**src/rtl/whack_game_ctrl.sv**
```systemverilog
// -----------------------------------------------------------------------------
// whack_game_ctrl
//
// Game-level sequencer for the whack-a-mole datapath. Steps through
// IDLE -> COUNTDOWN -> PLAY -> OVER. It gates the mole LED controller with
// `enable` and times each mole's visible window, which shrinks as the level
// rises. Score, level and miss counts are kept for the display logic.
//
// Optional build macro: GAME_PAUSE_EN adds a `pause_pulse` input and a PAUSE
// state. In that build `state` is 3 bits wide and OVER is encoded as 4.
//
// Ports:
//   clk_game      in   game clock, all state updates on its rising edge
//   rst           in   synchronous, active-high reset
//   start_pulse   in   start button pulse, accepted in IDLE and OVER
//   start_timer   in   new mole shown, (re)starts the mole window
//   hit_pulse     in   current mole was hit
//   pause_pulse   in   (GAME_PAUSE_EN only) toggles PLAY <-> PAUSE
//   enable        out  mole controller enable, high exactly in PLAY
//   timeout_pulse out  one-cycle pulse, the mole window expired
//   score         out  hit count, saturating at 1023
//   level         out  current level, saturating at LEVEL_MAX
//   misses        out  miss count, never above MAX_MISSES
//   level_up      out  one-cycle pulse when level increments
//   game_over     out  high while in OVER
//   state         out  IDLE=0 COUNTDOWN=1 PLAY=2 OVER=3 (PAUSE=3/OVER=4)
// -----------------------------------------------------------------------------
module whack_game_ctrl #(
    parameter int CNT_W           = 24,
    parameter int COUNTDOWN_TICKS = 3000,
    parameter int TICKS_BASE      = 1500,
    parameter int TICKS_STEP      = 150,
    parameter int TICKS_MIN       = 300,
    parameter int HITS_PER_LEVEL  = 5,
    parameter int LEVEL_MAX       = 7,
    parameter int MAX_MISSES      = 3
) (
    input  logic       clk_game,
    input  logic       rst,
    input  logic       start_pulse,
    input  logic       start_timer,
    input  logic       hit_pulse,
`ifdef GAME_PAUSE_EN
    input  logic       pause_pulse,
`endif
    output logic       enable,
    output logic       timeout_pulse,
    output logic [9:0] score,
    output logic [2:0] level,
    output logic [1:0] misses,
    output logic       level_up,
    output logic       game_over,
`ifdef GAME_PAUSE_EN
    output logic [2:0] state
`else
    output logic [1:0] state
`endif
);

`ifdef GAME_PAUSE_EN
    typedef enum logic [2:0] {
        S_IDLE      = 3'd0,
        S_COUNTDOWN = 3'd1,
        S_PLAY      = 3'd2,
        S_PAUSE     = 3'd3,
        S_OVER      = 3'd4
    } state_e;
`else
    typedef enum logic [1:0] {
        S_IDLE      = 2'd0,
        S_COUNTDOWN = 2'd1,
        S_PLAY      = 2'd2,
        S_OVER      = 2'd3
    } state_e;
`endif

    localparam int WW   = CNT_W + 4;
    localparam int HL_W = $clog2(HITS_PER_LEVEL + 1);

    state_e            state_q, state_d;
    logic [CNT_W-1:0]  cd_cnt_q, cd_cnt_d;
    logic [CNT_W-1:0]  win_cnt_q, win_cnt_d;
    logic              armed_q, armed_d;
    logic              miss_pend_q, miss_pend_d;
    logic [HL_W-1:0]   hit_lvl_q, hit_lvl_d;
    logic [9:0]        score_q, score_d;
    logic [2:0]        level_q, level_d;
    logic [1:0]        misses_q, misses_d;
    logic              enable_q, enable_d;
    logic              timeout_q, timeout_d;
    logic              level_up_q, level_up_d;
    logic              game_over_q, game_over_d;
    logic              do_hit, do_miss;

    // Window length for the current level. The product is formed wide enough
    // that a large level*step never wraps; anything below the floor, including
    // a subtraction that would go negative, clamps to TICKS_MIN.
    logic [WW-1:0]     win_prod, win_raw, win_len;
    logic [CNT_W-1:0]  win_load;

    assign win_prod = WW'(level_q) * WW'(TICKS_STEP);
    assign win_raw  = WW'(TICKS_BASE) - win_prod;
    assign win_len  = (win_prod > WW'(TICKS_BASE) || win_raw < WW'(TICKS_MIN))
                      ? WW'(TICKS_MIN) : win_raw;
    assign win_load = CNT_W'(win_len - WW'(1));

    always_comb begin
        // NOTE: every variable gets a default before any branch; a path that
        // leaves one unassigned would infer a latch.
        state_d     = state_q;
        cd_cnt_d    = cd_cnt_q;
        win_cnt_d   = win_cnt_q;
        armed_d     = armed_q;
        miss_pend_d = 1'b0;
        hit_lvl_d   = hit_lvl_q;
        score_d     = score_q;
        level_d     = level_q;
        misses_d    = misses_q;
        timeout_d   = 1'b0;
        level_up_d  = 1'b0;
        do_hit      = 1'b0;
        do_miss     = 1'b0;

        case (state_q)
            S_IDLE, S_OVER: begin
                if (start_pulse) begin
                    score_d   = '0;
                    level_d   = '0;
                    misses_d  = '0;
                    hit_lvl_d = '0;
                    armed_d   = 1'b0;
                    cd_cnt_d  = CNT_W'(COUNTDOWN_TICKS - 1);
                    state_d   = S_COUNTDOWN;
                end
            end
            S_COUNTDOWN: begin
                if (cd_cnt_q == '0) state_d = S_PLAY;
                else                cd_cnt_d = cd_cnt_q - CNT_W'(1);
            end
            S_PLAY: begin
`ifdef GAME_PAUSE_EN
                if (pause_pulse) begin
                    // Dropping the window and any pending miss: the mole
                    // controller re-arms through start_timer on resume.
                    armed_d = 1'b0;
                    state_d = S_PAUSE;
                end else
`endif
                if (hit_pulse) begin
                    // A hit also settles a pending miss from the previous
                    // cycle's timeout, since the button outranks the timeout.
                    do_hit  = 1'b1;
                    armed_d = 1'b0;
                end else begin
                    if (miss_pend_q) do_miss = 1'b1;
                    if (start_timer) begin
                        win_cnt_d = win_load;
                        armed_d   = 1'b1;
                    end else if (armed_q) begin
                        if (win_cnt_q == '0) begin
                            timeout_d   = 1'b1;
                            armed_d     = 1'b0;
                            miss_pend_d = 1'b1;
                        end else begin
                            win_cnt_d = win_cnt_q - CNT_W'(1);
                        end
                    end
                end
            end
`ifdef GAME_PAUSE_EN
            S_PAUSE: begin
                if (pause_pulse) state_d = S_PLAY;
            end
`endif
            default: state_d = S_IDLE;
        endcase

        // A pending miss is resolved even if the state has already moved on.
        if (miss_pend_q && state_q != S_PLAY) begin
            if (hit_pulse) do_hit  = 1'b1;
            else           do_miss = 1'b1;
        end

        if (do_hit) begin
            if (score_q != 10'h3FF) score_d = score_q + 10'd1;
            if (hit_lvl_q == HL_W'(HITS_PER_LEVEL - 1)) begin
                hit_lvl_d = '0;
                if (level_q != 3'(LEVEL_MAX)) begin
                    level_d    = level_q + 3'd1;
                    level_up_d = 1'b1;
                end
            end else begin
                hit_lvl_d = hit_lvl_q + HL_W'(1);
            end
        end

        if (do_miss) begin
            if (int'(misses_q) + 1 >= MAX_MISSES) begin
                misses_d = 2'(MAX_MISSES);
                armed_d  = 1'b0;
                state_d  = S_OVER;
            end else begin
                misses_d = misses_q + 2'd1;
            end
        end

        // Outputs are registered from the next state so they line up with it.
        enable_d    = (state_d == S_PLAY);
        game_over_d = (state_d == S_OVER);
    end

    always_ff @(posedge clk_game) begin
        // NOTE: state registers use non-blocking assignments so every
        // register samples pre-edge values regardless of statement order.
        if (rst) begin
            state_q     <= S_IDLE;
            cd_cnt_q    <= '0;
            win_cnt_q   <= '0;
            armed_q     <= 1'b0;
            miss_pend_q <= 1'b0;
            hit_lvl_q   <= '0;
            score_q     <= '0;
            level_q     <= '0;
            misses_q    <= '0;
            enable_q    <= 1'b0;
            timeout_q   <= 1'b0;
            level_up_q  <= 1'b0;
            game_over_q <= 1'b0;
        end else begin
            state_q     <= state_d;
            cd_cnt_q    <= cd_cnt_d;
            win_cnt_q   <= win_cnt_d;
            armed_q     <= armed_d;
            miss_pend_q <= miss_pend_d;
            hit_lvl_q   <= hit_lvl_d;
            score_q     <= score_d;
            level_q     <= level_d;
            misses_q    <= misses_d;
            enable_q    <= enable_d;
            timeout_q   <= timeout_d;
            level_up_q  <= level_up_d;
            game_over_q <= game_over_d;
        end
    end

    assign enable        = enable_q;
    assign timeout_pulse = timeout_q;
    assign score         = score_q;
    assign level         = level_q;
    assign misses        = misses_q;
    assign level_up      = level_up_q;
    assign game_over     = game_over_q;
    assign state         = state_q;

endmodule

```
**config.mk**
```make
export PLATFORM = sky130hd
export DESIGN_NAME = whack_game_ctrl
export DESIGN_NICKNAME = d
export VERILOG_FILES = /design/src/rtl/whack_game_ctrl.sv
export SDC_FILE = /design/constraint.sdc
export NUM_CORES = 1
export LEC_CHECK = 0
export CAP_MARGIN = 20
export CORE_UTILIZATION = 34
export DETAILED_ROUTE_END_ITERATION = 8
export HOLD_SLACK_MARGIN = 0.15
export PLACE_DENSITY = 0.56
export SYNTH_ARGS = -nofsm -noshare
export SYNTH_HDL_FRONTEND = slang
export SYNTH_SLANG_ARGS = --single-unit
```
**constraint.sdc**
```tcl
create_clock -name clk_game -period 5.32 [get_ports clk_game]
set_input_delay 1.33 -clock clk_game [delete_from_list [all_inputs] [get_ports clk_game]]
set_output_delay 1.33 -clock clk_game [all_outputs]
set_load 0.005 [all_outputs]
```
==> results.sh <==
export IMPL_tns_ns=0
export IMPL_clk_pin_slew_ns=0.06
export IMPL_htree_levels=3
export IMPL_setup_viol=0
export IMPL_post_cts_buffers=0
export IMPL_postCtsHoldBufs=0
export IMPL_hold_violations=0
export IMPL_ys_seq_elements=73
export IMPL_grt_pass1_vias=4064
export IMPL_grt_usage_pct=16.7
export IMPL_p_clk_share_pct=45.2
export IMPL_avgViaCountPerCell=5.42
export IMPL_die_w_um=119
export IMPL_drtAntennaViolNets=0
export IMPL_dpl_hpwl_mm=8.05
export IMPL_synth_commonest_cells="nor2_1, dfxtp_1, a21oi_1"
export IMPL_max_freq_mhz=202
export IMPL_rows=42
export IMPL_coreArea_mm2=0.0132
export IMPL_synth_largest_area_cell="dfxtp_1"
export IMPL_syn_avg_cell_area_um2=7.83
export IMPL_cp_data_required_time_ns=5.54
export IMPL_clock_latency_ns=0.33
export IMPL_place_area_mm2=0.00504
export IMPL_synthDistinctLibCells=78
export IMPL_cts_buffer_depth=2
export IMPL_combinationalPowerShare_pct=13.2
export IMPL_p_sw_uw=376
export IMPL_finalMaxSlewViolations=0
export IMPL_final_nets=632
export IMPL_start_util_pct=34.9
export IMPL_synth_ff_type="dfxtp_1"
export IMPL_startpoint_type="flip-flop"
export IMPL_synth_area_mm2=0.00462
export IMPL_seq_area_frac_synth_pct=31.6
export IMPL_status="complete, no violations"
export IMPL_crit_fanout=13
export IMPL_dr_pass1_iters=4
export IMPL_maxCapViolCount=0
export IMPL_vias=4291
export IMPL_worstSetupPathType="reg2reg"
export IMPL_cts_tree="built"
export IMPL_drt_iter0_drc=236
export IMPL_post_cts_resized=0
export IMPL_yosysWarnings=0
export IMPL_antenna_found_initial=0
export IMPL_cts_root_buf="clkbuf_16"
export IMPL_grt_max_degree=54
export IMPL_arrival_ns=5.16
export IMPL_synth_edf_count=0
export IMPL_min_period_over_period_pct=92.8
export IMPL_period_minus_slack_ns=4.94
export IMPL_antenna_cells=0
export IMPL_clkSinkCount=73
export IMPL_port_buffers=25
export IMPL_synthCells=590
export IMPL_dieArea_mm2=0.0141
export IMPL_cts_buffers=9
export IMPL_overflow=0
export IMPL_drc_errors=0
export IMPL_io_pins=26
export IMPL_yosysMostFrequentCell="nor2_1"
export IMPL_power_internal_mw=1.06
export IMPL_min_delay_path_class="reg2reg"
export IMPL_leakage_nw=1.96
export IMPL_finalInstanceArea_mm2=0.00535
export IMPL_peakVddDrop_v=0.000186
export IMPL_rsz0062_at_grt="no"
export IMPL_cp_end_kind="flip-flop"
export IMPL_sequentialPowerShare_pct=41.6
export IMPL_wirelength_mm=11.3
export IMPL_power_density_mw_per_mm2=268
export IMPL_fillCellCount=1355
export IMPL_die_y_um=119
export IMPL_layout_drive_gt1_share_pct=6.67
export IMPL_finClkSkew_ns=0.00557
export IMPL_synthTopCellsByArea="dfxtp_1, nor2_1, a21oi_1"
export IMPL_post_drt_wl_per_cell_um=14.3
export IMPL_relSlewSlack_pct=33.0
export IMPL_synth_nets=612
export IMPL_swShare_pct=26.2
export IMPL_gp_congestion=0.844
export IMPL_grt_pass1_wl_mm=19.4
export IMPL_worst_pin_slew_ns=1.00
export IMPL_synth_top_area_share_pct=31.6
export IMPL_async_flop_share_pct=0
export IMPL_power_mw=1.43
export IMPL_area_growth_pct=15.9
cell usage in the layout (no fill, tap or decap), drive strengths merged, types with 5 or more instances in the layout:
master	n
a211oi	9
a21o	5
a21oi	44
a311oi	7
a31o	7
a31oi	10
and2	10
and3	11
buf	9
clkbuf	9
clkdlybuf4s50	24
dfxtp	73
ha	15
inv	24
nand2	41
nand2b	8
nand3	15
nand3b	6
nand4	6
nor2	88
nor2b	12
nor3	19
nor3b	5
nor4	15
o21a	7
o21ai	34
o31a	5
or3	6
xnor2	17
xor2	6
worst paths after layout:
path                      from             to  slack, ns  depth (start not counted)
hold / removal    cd_cnt_q[12]   cd_cnt_q[12]       0.46                          2
setup reg to reg      level[2]  win_cnt_q[10]       0.38                         17
hold reg to reg   cd_cnt_q[12]   cd_cnt_q[12]       0.46                          2
setup / recovery      level[2]  win_cnt_q[10]       0.38                         17
state kept, by name, indices dropped and copies added, names as in the netlist, 2 cells and up:
name       cells
level          3
state          2
cd_cnt_q      24
hit_lvl_q      3
win_cnt_q     24
misses         2
score         10
power groups by stage:
stage          Clock [mW]  Sequential, mW  Combinational, mW
6_report            0.648           0.596              0.190
5_1_grt             0.691           0.600              0.214
4_1_cts             0.669           0.596              0.190
3_5_place_dp            0           0.608              0.189
3_3_place_gp            0           0.607              0.187
2_1_floorplan           0           0.603              0.150
area by class of cell:
| type | count | area [um2] | share of cell area, % |
|---|---|---|---|
| clock inverter | 7 | 92.6 | 1.73 |
| clock buffer | 9 | 225 | 4.21 |
| sequential | 73 | 1460 | 27.3 |
| timing repair buffer | 33 | 305 | 5.70 |
| inverter | 23 | 86.3 | 1.61 |
| multi-input combinational | 470 | 2960 | 55.3 |
| tap | 176 | 220 | 4.11 |
critical path: stages (launching register included):
cell	delay (ns)
dfxtp_1	0.57
ha_1	0.32
ha_1	0.25
inv_1	0.08
fa_1	0.41
or4bb_1	0.53
and2_1	0.20
o21ai_0	0.23
a2bb2oi_1	0.14
or3_4	0.48
and2_1	0.20
a21oi_1	0.15
ha_1	0.21
o211a_1	0.18
o21a_1	0.19
nand3_1	0.18
nand3b_1	0.21
mux2_1	0.31
stage by stage:
step	utilization (%)	worst slack [ns]	hold slack (ns)	std cells
floorplan	-	0.635	0.443	590
global placement	38.0	0.589	0.456	775
detailed placement	38.0	0.442	0.456	775
CTS	40.4	0.424	0.464	791
global route	40.4	0.0690	0.493	791
finish	40.4	0.382	0.465	791
cell families (layout without fill, tap and decap cells):
kind of cell / after synthesis / count (layout) / synth area share [%]
xor+xnor: 24 / 24 / 5.04
fa+ha+maj: 17 / 17 / 4.93
mux: 4 / 4 / 0.921
simple gates: 260 / 260 / 28.9
compound gates: 165 / 165 / 24.4
buf+inv: 47 / 72 / 4.20
flops: 73 / 73 / 31.6
layer usage:
metal	vias to the layer above	share of wire (%)	track usage (%)
met1	1980	49	23.1
met2	95	45	26.2
met5	-	0	0
met4	0	1.5	5.85
li1	2202	-	-
met3	14	3.9	2.56
Power figures use the tool's default switching activity.
